## src/rtl/cpu_pkg.sv

```systemverilog
// Shared definitions for the accumulator CPU: field widths, opcode encoding
// and the packed instruction word layout.
package cpu_pkg;

    localparam int ADDR_W = 5;
    localparam int OP_W   = 3;
    localparam int DATA_W = OP_W + ADDR_W;

    // Encoding 1 is reserved.
    typedef enum logic [OP_W-1:0] {
        HLT = 3'd0,
        SKZ = 3'd2,
        ADD = 3'd3,
        AND = 3'd4,
        LDA = 3'd5,
        STO = 3'd6,
        JMP = 3'd7
    } opcode_e;

    typedef struct packed {
        logic [OP_W-1:0]   opcode;
        logic [ADDR_W-1:0] operand;
    } instr_t;

endpackage

```

## src/rtl/pc_reg.sv

```systemverilog
// Program counter: hold / jump / skip / increment priority mux.
// Arithmetic wraps silently at 2^ADDR_W.
import cpu_pkg::*;

module pc_reg (
    input  logic              clk,
    input  logic              rst,
    input  logic              hold,
    input  logic              load,
    input  logic              jmp,
    input  logic              inc,
    input  logic [ADDR_W-1:0] target,
    output logic [ADDR_W-1:0] pc
);

    // NOTE: sequential state is written with <= only, so every register in
    // this block samples pre-edge values regardless of statement order.
    always_ff @(posedge clk) begin
        if (!rst) begin
            pc <= '0;
        end else if (hold) begin
            pc <= pc;
        end else if (load && jmp) begin
            pc <= target;
        end else if (load || inc) begin
            // A skip advances once here; the later writeback increment adds the second step.
            pc <= pc + 1'b1;
        end
    end

endmodule

```

## src/rtl/fetch_unit.sv

```systemverilog
// Fetch stage: drives the instruction-memory address from the PC, captures
// the returned word into the IR, and tracks halt status and retired count.
import cpu_pkg::*;

module fetch_unit #(
    parameter int CNT_W = 16
) (
    input  logic              clk,
    input  logic              rst,
    input  logic              pc_load,
    input  logic              jmp,
    input  logic              pc_en,
    input  logic              halt,
    input  logic              memIns_en,
    output logic [ADDR_W-1:0] ins_addr,
    output logic              ins_re,
    input  logic [DATA_W-1:0] ins_rdata,
    output logic [OP_W-1:0]   opcode,
    output logic [ADDR_W-1:0] operand,
    output logic              ir_valid,
    output logic              halted,
    output logic [CNT_W-1:0]  retired
);

    logic [ADDR_W-1:0] pc;
    instr_t            ir;
    logic              rd_pending;

    pc_reg u_pc_reg (
        .clk    (clk),
        .rst    (rst),
        .hold   (halted),
        .load   (pc_load),
        .jmp    (jmp),
        .inc    (pc_en),
        .target (ir.operand),
        .pc     (pc)
    );

    assign ins_addr = pc;
    // No read is issued while reset is asserted, so nothing is left pending across it.
    assign ins_re   = memIns_en & ~halted & rst;
    assign opcode   = ir.opcode;
    assign operand  = ir.operand;

    always_ff @(posedge clk) begin
        if (!rst) begin
            ir         <= '0;
            ir_valid   <= 1'b0;
            rd_pending <= 1'b0;
            halted     <= 1'b0;
            retired    <= '0;
        end else begin
            // A read accepted before halting still lands; no new read can start once halted.
            rd_pending <= ins_re;
            if (rd_pending) begin
                ir       <= ins_rdata;
                ir_valid <= 1'b1;
            end
            if (halt) begin
                halted <= 1'b1;
            end
            if (pc_en && !halted) begin
                retired <= retired + 1'b1;
            end
        end
    end

endmodule

```

## config.mk

```make
export PLATFORM = sky130hd
export DESIGN_NAME = fetch_unit
export DESIGN_NICKNAME = d
export VERILOG_FILES = /design/src/rtl/cpu_pkg.sv /design/src/rtl/pc_reg.sv /design/src/rtl/fetch_unit.sv
export SDC_FILE = /design/constraint.sdc
export NUM_CORES = 1
export LEC_CHECK = 0
export CORE_MARGIN = 3
export CORE_UTILIZATION = 30
export CTS_CLUSTER_SIZE = 8
export DETAILED_ROUTE_END_ITERATION = 8
export DONT_BUFFER_PORTS = 1
export GPL_TIMING_DRIVEN = 0
export PLACE_DENSITY = 0.49
export RECOVER_POWER = 100
export SLEW_MARGIN = 10
export SYNTH_ARGS = -nofsm -noshare
export SYNTH_HDL_FRONTEND = slang
export SYNTH_SLANG_ARGS = --single-unit
```

## constraint.sdc

```tcl
create_clock -name clk -period 2.56 [get_ports clk]
set_input_delay 0.512 -clock clk [delete_from_list [all_inputs] [get_ports clk]]
set_output_delay 0.512 -clock clk [all_outputs]
set_load 0.02 [all_outputs]
```

# --- After elaboration in Yosys (flattened, before gate mapping) ---
# Cells that the tools add are included.
word_totals:
  regBits: 32
  inputBits: 15
  output_inout_bits: 32
  word_cells: 20
classes:
  add_sub_neg: 2
  n_mux: 2
  n_bitwise: 3
  reduce_logical: 6
ops:
  columns: ["op", "n"]
  rows:
  - ["$add 16x1->16 const B", 1]
  - ["$mux 5", 2]
  - ["$add 5x1->5 const B", 1]
  - ["$and 1x1->1", 2]
  - ["$logic_and 1x1->1", 2]
  - ["$reduce_and 2->1", 1]
  - ["$reduce_bool 2->1", 1]
  - ["$logic_not 1->1", 1]
  - ["$logic_or 1x1->1", 1]
  - ["$not 1->1", 1]

# --- Logic depth before layout (Yosys ltp) ---
logic_depth:
  ltp_word: 3
  depth_mapped: 5
  mapped_depth_nobuf: 5

# --- Modules after synthesis ---
# From an unflattened synthesis, not the netlist that was laid out.
unflattened:
  hier_cells: 155
  area_unflattened_um2: 1380.1
by_module_without_submodules:
  columns: ["mod", "instances", "cells_per_inst", "area_each_um2"]
  rows:
  - ["fetch_unit", 1, 116, 1077.3]
  - ["pc_reg", 1, 39, 302.8]

# --- Worst setup path after synthesis ---
# No wires, ideal clock.
synth_path:
  kind: "flip-flop to flip-flop"
  startpoint: "reg retired[4]"
  endpoint: "reg retired[13]"
  arrival_time_ps: 1653
  required_time_ps: 2488
  path_slack_ps: 836
  stages_incl_launch_ff: 6
  period_less_slack_ps: 1724
  path_cell_list: "dfxtp_1 nand4_2 or2_1 buf_6 or4_1 a21oi_1"
synth_via:
  elab_chain_len: 1
synth_lines:
  columns: ["element", "line_no", "rtl"]
  rows:
  - ["start: declaration", "fetch_unit.sv:22", "output logic [CNT_W-1:0] retired"]
  - ["start signal: assignment", "fetch_unit.sv:64", "retired <= retired + 1'b1;"]
  - ["$add 16x1->16", "fetch_unit.sv:64", null]
# Every way passes these cells.
# A chain may end at the register's enable or synchronous reset.

# --- Worst setup path in the final report ---
layout_path:
  startpoint: "reg retired[3]"
  endpoint: "reg retired[13]"
# Same word-level chain as after synthesis.

==> metrics.md <==
| Metric | Value |
|---|---|
| Clock tree sinks | 32 |
| Worst hold start | rst |
| Clock power share | 0.468 |
| Max-Cap Viols | 0 |
| Clk buf depth | 2 |
| Core Box Area | 0.00444 mm² |
| Synth top cells by count | dfxtp_1 (32), nor2_1 (27), a21oi_1 (10), mux2i_1 (10), nand2_1 (10) |
| Crit path kind | reg -> reg |
| Initial antenna violation count | 0 |
| Total clock buffers created by CTS | 5 |
| Sequential fraction of the synthesis area | 0.458 |
| Syn. warnings | 0 |
| Layout cell share with drive strength beyond 1 | 0.0617 |
| Delay of the slowest cell on the worst path | 560 ps |
| Syn Nets | 171 |
| Ranking of synthesized cells by area | dfxtp_1 (46%), nor2_1 (7.2%), mux2i_1 (7.1%) |
| Leakage power | approximately 0.55 nW |
| Post-synth ARST share | 0 |
| CTS Hold Buffers Added | 0 |
| Largest fanout on the critical path | 8 |
| Post-synthesis simple-gate area fraction | 0.254 |
| Post-Synth XOR/XNOR Area | 0.0626 |
| Setup tns final | 0 ps |
| Crit-path cells | nand4_1 > or2_1 > clkbuf_1 > or4_1 > a21oi_1 |
| Clk slew on worst S/H paths | 70 ps |
| Die footprint | 0.00552 mm² |
| Main combinational cell family by area after synthesis | simple AND/OR/NAND/NOR gates |
| Cell Rows | 24 |
| Mux cell area share after synthesis | 0.0795 |
| Hold Crit Class | in -> reg |
| Initial core utilization | 0.315 |
| Max_slew headroom | 0.592 |
| DR vias | 1134 |
| Port Buffers | 0 |
| Share of power burned in registers | 0.483 |
| Wire length per cell | ~15 µm |
| Flops & latches, synth | 32 |
| RSZ-0062 raised after global routing | no |
| Status | completed |
| Crit path launch | retired[3]$_SDFFE_PN0P_ |
| Top cell type's share of synthesized area | 0.458 |
| CTS root buf | clkbuf_8 |
| Max Slew Vio Count | 0 |
| DP Worst Slack | 698 ps |
| Die width | 74.3 µm |
| Final WL | 3.30 mm |
| Mean Syn Cell Area | 9.09 µm² |
| Worst Slack Setup Final | 600 ps |
| Setup Skew | 3.11 ps |
| Global-route wire length before repair | roughly 5.5 mm |
| Post-synth cell types | 35 |
| Peak VDD IR | roughly 0.29 mV |
| Number of global-route vias before repair | 1098 |
| Most frequent cell after synthesis | dfxtp_1 |
| Post-DRT Antenna Nets | 0 |
| Final setup vio count | 0 |
| Mapped Area | 0.00140 mm² |
| Largest area contributor in the netlist | dfxtp_1 |
| Worst Path Buf+Inv | 1 |
| Post-DR vias/cell | 5.30 |
| GR Overflow Total | 0 |
| Cells after synthesis | 154 |
| Worst-Skew Late Latency | 280 ps |
| Resized cells post-CTS | 0 |
| Worst r2r path cells | 5 |
| Worst Path Required | about 2800 ps |
| Max FFs per register | 16 |
| Number of flops mapped to enable cells by yosys | 0 |
| Max Fclk | about 510 MHz |
| Hold Path Depth | 1 |
| Largest net degree at the start of global routing | 11 |
| Reg2reg end | retired[13]$_SDFFE_PN0P_ |
| Worst-margin pin slew | 611 ps |
| Most used flip-flop cell after synthesis | dfxtp_1 |
| Psw | 0.000254 W |
| Detailed router's first-iteration violation count | 64 |
| Final period demand of the worst path | 1960 ps |
| Comb pwr share | 0.049 |
| Internal power | between 0.0008 and 0.0009 W |
| Nets | 178 |
| Die Ht | about 74 µm |
| Pwr Density | 719 mW/mm² |
| R2r setup slk | 600 ps |
| CP endpoint kind | flop |
| Crit Reg-Reg Startpoint | retired[3]$_SDFFE_PN0P_ |
| CP top delay family | simple AND/OR/NAND/NOR gates |
| CTS tree | yes |
| Final hold violation count | 0 |
| Adder-Cell Fraction of Synth Area | 0.0179 |
| Sw Share | 0.224 |
| HPWL after DPL | 2.50 mm |
| Total number of cells along the worst setup path | 5 |
| Layout area overhead | 12.7% |
| Post-CTS Setup Inserts | 0 |
| Fin crit share | 0.766 |
| Drt first pass iters | 4 |
| H-tree levels | 2 |
| Antenna cell count | 0 |
| Compound-Gate Fraction of Synth Area | 0.102 |
| Slowest CP cell | dfxtp_1 |
| RD Place Congestion | 0.720 |
| Boundary pin count | 47 |
| GRT Util Overall | 0.133 |
| Hold path endpoint | u_pc_reg.pc[3]$_SDFFE_PN0P_ |
| Worst setup SP type | flop |
| DRC errors left | 0 |
| Critical path arrival | 2170 ps |
## worst max path at each step
| stage | slack [ps] | end |
|---|---|---|
| global route | 410 | retired[13]$_SDFFE_PN0P_ |
| floorplan | 840 | retired[13]$_SDFFE_PN0P_ |
| global placement | 720 | retired[13]$_SDFFE_PN0P_ |
| detailed placement | 700 | retired[13]$_SDFFE_PN0P_ |
| finish | 600 | retired[13]$_SDFFE_PN0P_ |
| CTS | 680 | retired[13]$_SDFFE_PN0P_ |
## layout make-up
cell class	instances	area, µm²
inverter	3	11.3
sequential	32	641
tap	52	65.1
buffer	5	18.8
clock inverter	1	30.0
clock buffer	7	96.3
fill	472	2870
multi-input combinational	114	716
## metal layers
metal  up-vias  wire length (µm)  GRT usage
met1       544              1470      0.167
met5         -                 0          0
met3         6               246     0.0635
met4         0                46     0.0632
li1        556                 -          -
met2        28              1530      0.193
## cell usage in the layout (no fill, tap or decap), types with 2 or more instances in the layout
cell / synthesis / final
dfxtp_1: 32 / 32
nor2_1: 27 / 27
nand2_1: 10 / 10
a21oi_1: 10 / 10
mux2i_1: 10 / 10
nand3_1: 7 / 7
clkbuf_8: 0 / 7
xor2_1: 6 / 6
clkbuf_1: 4 / 5
nand4_1: 3 / 4
xnor2_1: 4 / 4
o31ai_1: 3 / 3
or4_1: 3 / 3
nor2b_1: 3 / 3
nor3_1: 2 / 2
nand4b_1: 2 / 2
nand2b_1: 2 / 2
o311ai_0: 2 / 2
o41ai_1: 2 / 2
and4b_1: 2 / 2
inv_1: 2 / 2
or3_1: 2 / 2
o21a_1: 2 / 2
ha_1: 2 / 2
## through the flow
stage | total power, W | hold slack [ps] | cell area [µm²] | utilization | instances
floorplan | 0.000600 | 542 | 1400 | - | 154
global placement | 0.000612 | 560 | 1470 | 0.330 | 206
detailed placement | 0.000615 | 563 | 1470 | 0.330 | 206
CTS | 0.00115 | 336 | 1590 | 0.358 | 214
global route | 0.00119 | 331 | 1580 | 0.355 | 214
finish | 0.00113 | 345 | 1580 | 0.355 | 214
## worst register-to-register path, stage by stage (launching register included)
cell and delay (ps):
dfxtp_1 560, nand4_1 230, or2_1 270, clkbuf_1 170, or4_1 520, a21oi_1 140
## power by group through the flow
stage | Combinational, W | Clock, W | Sequential, W
floorplan | 0.0000468 | 0 | 0.000553
global placement | 0.0000539 | 0 | 0.000559
detailed placement | 0.0000561 | 0 | 0.000559
CTS | 0.0000568 | 0.000542 | 0.000548
global route | 0.0000643 | 0.000572 | 0.000550
finish | 0.0000557 | 0.000531 | 0.000547
## cells by family after synthesis
logic type,Yosys count
simple gates,69
flops,32
compound gates,22
mux,11
xor+xnor,10
buf+inv,8
fa+ha+maj,2
No activity file was read; power rests on OpenSTA's default activity.
==> RTL edit, RTL diff (same settings) <==
Change the package constant `ADDR_W` from 5 to 6.
--- a/src/rtl/cpu_pkg.sv
+++ b/src/rtl/cpu_pkg.sv
@@ -4,3 +4,3 @@
 
-    localparam int ADDR_W = 5;
+    localparam int ADDR_W = 6;
     localparam int OP_W   = 3;
Interface: changed (resized ins_addr, ins_rdata and operand); port bits go from 47 to 50. The function was not compared with the original's and may differ.
==> RTL edit against the unedited design <==
  * Count of clock-buffer cells in the layout up 1
  * Routed wire length up 4.4%
  * Sequential share of layout area increased by 0.61 points
  * Total power down 2.5%
  * Design area is 4.7% higher
  * Sequential cell count up 2
  * Global-route usage decreased by 0.88 points
  * Area after synthesis up 5.5%
  * Worst setup slack lost 0.090 ns
  * Die area increased by 5.0%
  * First-iteration DRC count is 38% lower
==> RTL edit: results <==
{
  "synth.area.mux_share_pct": 6.780,
  "ys_top_cells_by_area": "dfxtp_1 46%, mux2i_1 6.8%, nor2_1 6.6%",
  "rrSetupSlack_ns": 0.51,
  "post-place-ws_ns": 0.6226,
  "dpl.hpwl_um": 2633,
  "regToRegStartpoint": "halted",
  "relSlewSlack_pct": 57.08,
  "nFillCells": 506,
  "yosysSeqAreaShare_pct": 46.10,
  "wl_um": 3441,
  "grt_pass1_vias": 1146,
  "vias_per_cell": 5.025,
  "hold_class": "input pin to flop",
  "gp_congestion": 0.7654,
  "synthCells": 168,
  "clock_skew_ns": 0.01323,
  "status": "completed",
  "hp-start": "rst",
  "synth_compound_area_share_pct": 12.37,
  "vdd.ir_drop.worst_v": 0.0003407,
  "grt_usage_pct": 12.43,
  "dpl.cell_count": 233,
  "fmax_ghz": 0.4879,
  "r2r_end": "retired[15]",
  "whs_endpoint": "u_pc_reg.pc[4]",
  "syn-num-nets": 186,
  "grt_pass1_wl_um": 5775,
  "wire_per_inst_um": 14.28,
  "synth_fa_ha_area_share_pct": 1.695,
  "crit_arrival_ns": 2.26,
  "drtIter0Drc": 40,
  "synth_xor_area_share_pct": 5.339
}
## RTL edit: cell count changes after synthesis, sizes merged, moves of 3 or more
cell,unedited run,this run
a21oi,10,13
o21ai,1,9
or3,2,7
nand2,10,15
## RTL edit: layout make-up
cell class	instances	area (sq um)	area share [%]
multi-input combinational	125	745.7	45.15
sequential	34	680.7	41.21
clock buffer	8	110.1	6.667
tap	65	81.33	4.924
buffer	6	22.52	1.364
inverter	3	11.26	0.6818
## RTL edit: critical path: stages (launching register included)
cell	delay (ns)
dfxtp_1	0.46
nand3b_1	0.31
or4_1	0.54
clkbuf_1	0.18
or3_1	0.36
a21oi_1	0.13
## RTL edit: routing by layer
metal  track usage, %  wire length, um  vias to the layer above
li1                 -                -                      599
met1            14.50             1588                      572
met2            20.48             1624                       33
met3            4.846              176                        7
met4            4.891               51                        0
met5                0                0                        -
## RTL edit: power by group
group | switching, W | internal (W)
clock | 0.000190 | 0.000272
sequential | 0.0000372 | 0.000545
combinational | 0.0000361 | 0.0000253
